==> src/rtl/free_list_mp.sv <==
// free_list_mp: multi-lane circular free list of physical tags with all-or-nothing allocation.
// Define FREE_LIST_CKPT_EN to add a single head-pointer checkpoint (save/restore).
module free_list_mp #(
    parameter int TAG_W    = 6,
    parameter int NUM_TAGS = 32,
    parameter int TAG_BASE = 32,
    parameter int ALLOC_W  = 2,
    parameter int FREE_W   = 2
) (
    input  logic                       clk,
    input  logic                       rst,
    input  logic [ALLOC_W-1:0]         alloc_req,
    output logic                       alloc_gnt,
    output logic [ALLOC_W*TAG_W-1:0]   alloc_tag,
    input  logic [FREE_W-1:0]          free_vld,
    input  logic [FREE_W*TAG_W-1:0]    free_tag,
    input  logic                       ckpt_save,
    input  logic                       ckpt_restore,
    output logic [$clog2(NUM_TAGS):0]  count,
    output logic                       empty,
    output logic                       full,
    output logic                       err_overflow
);
    localparam int AW = $clog2(NUM_TAGS);
    localparam int PW = AW + 1;

    logic [TAG_W-1:0] mem [NUM_TAGS];
    logic [PW-1:0]    head, tail, next_head, k, k_gnt, avail, n_free, n_acc;
    logic [PW-1:0]    off [FREE_W];
    logic [FREE_W-1:0] acc;
    logic             restore;

`ifdef FREE_LIST_CKPT_EN
    logic          ckpt_vld;
    logic [PW-1:0] ckpt_ptr;

    // Restore beats save; the snapshot holds the head after this cycle's grant.
    always_ff @(posedge clk or posedge rst) begin
        if (rst) begin
            ckpt_vld <= 1'b0;
            ckpt_ptr <= '0;
        end else if (restore) begin
            ckpt_vld <= 1'b0;
        end else if (ckpt_save) begin
            ckpt_vld <= 1'b1;
            ckpt_ptr <= head + k_gnt;
        end
    end

    assign restore   = ckpt_restore && ckpt_vld;
    assign next_head = restore ? ckpt_ptr : head + k_gnt;
`else
    logic unused_ckpt;

    assign unused_ckpt = ckpt_save | ckpt_restore;
    assign restore     = 1'b0;
    assign next_head   = head + k_gnt;
`endif

    assign count = tail - head;
    assign empty = count == '0;
    assign full  = count == PW'(NUM_TAGS);

    always_comb begin
        k = '0;
        for (int i = 0; i < ALLOC_W; i++)
            k = k + PW'(alloc_req[i]);
        alloc_gnt = (k != '0) && (k <= count) && !restore;
        k_gnt     = alloc_gnt ? k : '0;
        alloc_tag = '0;
        for (int i = 0; i < ALLOC_W; i++)
            if (alloc_gnt && alloc_req[i])
                alloc_tag[i*TAG_W +: TAG_W] = mem[head[AW-1:0] + AW'(i)];
        // Room left after this cycle's grant; lanes beyond it are dropped.
        avail  = PW'(NUM_TAGS) - count + k_gnt;
        n_free = '0;
        for (int j = 0; j < FREE_W; j++) begin
            off[j] = n_free;
            acc[j] = free_vld[j] && (n_free < avail);
            n_free = n_free + PW'(free_vld[j]);
        end
        n_acc = (n_free > avail) ? avail : n_free;
    end

    always_ff @(posedge clk or posedge rst) begin
        if (rst) begin
            head         <= '0;
            tail         <= PW'(NUM_TAGS);
            err_overflow <= 1'b0;
        end else begin
            head         <= next_head;
            tail         <= tail + n_acc;
            err_overflow <= err_overflow | (n_free > avail);
        end
    end

    always_ff @(posedge clk or posedge rst) begin
        if (rst) begin
            for (int i = 0; i < NUM_TAGS; i++)
                mem[i] <= TAG_W'(TAG_BASE + i);
        end else begin
            for (int j = 0; j < FREE_W; j++)
                if (acc[j])
                    mem[tail[AW-1:0] + off[j][AW-1:0]] <= free_tag[j*TAG_W +: TAG_W];
        end
    end
endmodule

==> config.mk <==
export PLATFORM = sky130hd
export DESIGN_NAME = free_list_mp
export DESIGN_NICKNAME = d
export VERILOG_FILES = /design/src/rtl/free_list_mp.sv
export SDC_FILE = /design/constraint.sdc
export NUM_CORES = 1
export LEC_CHECK = 0
export ABC_AREA = 0
export CORE_ASPECT_RATIO = 1.25
export CORE_MARGIN = 3
export CORE_UTILIZATION = 31
export CTS_BUF_LIST = sky130_fd_sc_hd__clkbuf_8
export CTS_CLUSTER_SIZE = 28
export DETAILED_ROUTE_END_ITERATION = 8
export DONT_BUFFER_PORTS = 1
export PLACE_DENSITY_LB_ADDON = 0.25
export REMOVE_ABC_BUFFERS = 1
export SLEW_MARGIN = 20
export SYNTH_ARGS = -nofsm -noshare
export SYNTH_HDL_FRONTEND = slang
export SYNTH_SLANG_ARGS = --single-unit
==> constraint.sdc <==
create_clock -name clk -period 8.7 [get_ports clk]
set_input_delay 2.61 -clock clk [delete_from_list [all_inputs] [get_ports clk]]
set_output_delay 2.61 -clock clk [all_outputs]
set_load 0.02 [all_outputs]
==> impl_metrics.tcl <==
set metrics [dict create \
    placed_cell_area_um2 14800 \
    p_per_area_nw_per_um2 496 \
    worstReg2RegEnd "tail[5]$_DFF_PP1_" \
    htreeDepth 2 \
    holdCritStartpoint "tail[5]$_DFF_PP1_" \
    p_sw_mw 3.65 \
    netlist_area_um2 14300 \
    comb_power_share 0.600 \
    synth_ff_type "dfstp_2" \
    cp.required_ns 6.09 \
    layout_setup_ws_ns 1.29 \
    crit_arrival_ns 4.80 \
    dr.pass1.iters 9 \
    hold_ws_ns 0.493 \
    pin_count 42 \
    layout_min_cycle_time_ns 7.41 \
    wl_per_cell_um 26.0 \
    first_iter_violations 1385 \
    synth_cell_types 53 \
    clk_pin_slew_ns 0.06 \
    postCtsHoldBufs 0 \
    die_h_um 247 \
    fin_nets 1509 \
    port_buffers 0 \
    fmax_mhz 135 \
    clk_latency_ns 0.58 \
    async_flop_share 1.00 \
    clock_sinks 205 \
    ys_warn_count 0 \
    run_status "finished, violations left" \
    post_cts_buffers 0 \
    ys_ff_latch 205 \
    place.gp.congestion 0.876 \
    start_util 0.316 \
    row_count 87 \
    ant_nets 0 \
    synth_top_area_share 0.207 \
    post-dp-hpwl_um 33400 \
    irDropWorstVdd_v 0.000316 \
    cts_resized 0 \
    startpoint_type "primary input" \
    wl_um 53800 \
    cts_root_buffer "clkbuf_8" \
    rsz0062_at_grt "no" \
    postSynthCellCount 1518 \
    r2r-start "head[0]$_DFF_PP0_" \
    synth_top_area_cell "dfstp_2" \
    yosysSeqAreaShare 0.367 \
    vias 12500 \
    grt_pass1_vias 12200 \
    die_w_um 198 \
    final_cell_area_um2 15600 \
    core_area_um2 45400 \
    p_total_mw 7.76 \
    finalCritPeriodShare 0.852 \
    r2r_slack_ns 2.37 \
    p_int_mw 4.11 \
    syn_avg_cell_area_um2 9.45 \
    critPathKind "primary input to primary output" \
    clock_skew_ns 0.0241 \
    grt-ovfl-total 0 \
    violations "DRC" \
    clkPwrFrac 0.132 \
    tightest_slew_ns 1.18 \
    endpoint_kind "primary output" \
    dp_slack_ns 1.28 \
    synth_edf_count 0 \
    grt_pass1_wl_um 80600 \
    cts_tree "done" \
    area_delta_synth_final_pct 8.91 \
    slew_viol_final 0 \
    fin_tns_setup_ns 0 \
    die_area_um2 48900 \
    whs_path_depth 1 \
    drive_above_1_share 0.260 \
    slew-limit-headroom 0.211 \
    path_max_fanout 6 \
    reg2reg_depth 23 \
    drc_errors 1 \
    utilization 0.344 \
    antenna_found_initial 6 \
    swShare 0.470 \
    cts_buffer_depth 3 \
    final-hold-violation-count 0 \
    cts_inserted_buffers 38 \
    cap_viol_max_count 0 \
    total_leakage_power_nw 5.75 \
    grt_use_total 0.219 \
    hold_end "tail[5]$_DFF_PP1_" \
    final-setup-viol-count 0 \
    synth.area.top_cells "dfstp_2, mux4_2, dfrtp_1" \
    grt_max_degree 106 \
    placedCellCount 1999 \
    viasPerCell 6.03 \
    p_seq_frac 0.268 \
    fin_cells 2073 \
    hold_class "flop to flop" \
]
Yosys cell counts (4+ instances only):
cell type	number
nor2_1	230
nand2_1	225
o22ai_1	4
o211ai_1	12
ha_1	24
nand3_1	7
a21oi_1	27
mux2i_1	8
buf_2	36
a31oi_1	187
clkbuf_1	68
o211ai_2	26
xnor2_1	13
o21ai_0	158
inv_2	4
nand2b_1	4
fa_1	4
a221oi_1	6
dfrtp_1	92
buf_4	17
buf_1	13
buf_6	7
mux4_2	120
a211oi_2	7
dfstp_2	113
and2_1	5
inv_1	31
o21ai_1	34
power by group through the flow:
| stage | sequential (mW) | clock, mW | combinational [mW] |
|---|---|---|---|
| global placement | 2.05 | 0 | 4.53 |
| floorplan | 1.98 | 0 | 3.31 |
| CTS | 2.06 | 1.04 | 4.61 |
| global route | 2.15 | 1.08 | 4.98 |
| finish | 2.08 | 1.02 | 4.66 |
| detailed placement | 2.08 | 0 | 4.60 |
critical path: stages:
cell and delay, ns:
inv_1 0.02, ha_1 0.29, inv_1 0.07, ha_1 0.13
inv_1 0.04, a21oi_1 0.13, a21oi_1 0.06, a31oi_1 0.37
nand2_1 0.43, a21oi_1 0.66
routing by layer:
metal	wire length [µm]	up-vias	track usage
li1	-	5479	-
met1	21400	6248	0.283
met2	25600	623	0.359
met3	4150	154	0.0404
met4	2600	2	0.0982
met5	20	-	0
cell families (layout without fill, tap and decap cells):
group                    after synthesis  in the layout  synth area share
XOR/XNOR                              16             16           0.00977
other                                  1              8          0.000261
multiplexers                         131            131             0.197
buffers and inverters                177            147            0.0576
AO/OA/AOI/OAI                        472            472             0.208
flip-flops                           205            205             0.367
AND/OR/NAND/NOR                      488            488             0.134
adder cells (fa/ha/maj)               28             28            0.0265
final cells by class:
class | instances | area, µm²
tap | 578 | 723
fill | 4501 | 29800
multi-input combinational | 1138 | 8340
antenna | 5 | 12.5
clock buffer | 49 | 674
clock inverter | 20 | 136
sequential | 205 | 5280
timing repair buffer | 43 | 323
inverter | 35 | 139
state kept, by name (all words and copies together), names as in the netlist:
name / cells
err_overflow: 1
head: 6
mem: 192
tail: 6
layout by cell type (no fill, tap or decap), drive strengths merged, types with 5 or more instances in the layout:
cell type    n
and2         5
clkbuf      49
diode        5
mux2i        9
o211ai      38
a221oi       6
a21oi       27
mux4       120
dfstp      113
a31oi      187
ha          24
a211oi       7
o21ai      192
dfrtp       92
inv         48
nand3        7
buf         43
xnor2       13
nor2       230
nand2      225
worst max-delay path by stage:
stage,start,endpoint,slack [ns],cells after the start
floorplan,head[0]$_DFF_PP0_,tail[5]$_DFF_PP1_,-0.42,21
global placement,alloc_req[0],tail[5]$_DFF_PP1_,1.31,25
detailed placement,alloc_req[0],tail[5]$_DFF_PP1_,1.28,25
CTS,alloc_req[0],alloc_tag[1],1.32,10
global route,alloc_req[0],alloc_tag[0],1.17,10
finish,alloc_req[0],alloc_tag[0],1.29,10
No activity file was read; power rests on OpenSTA's default activity.
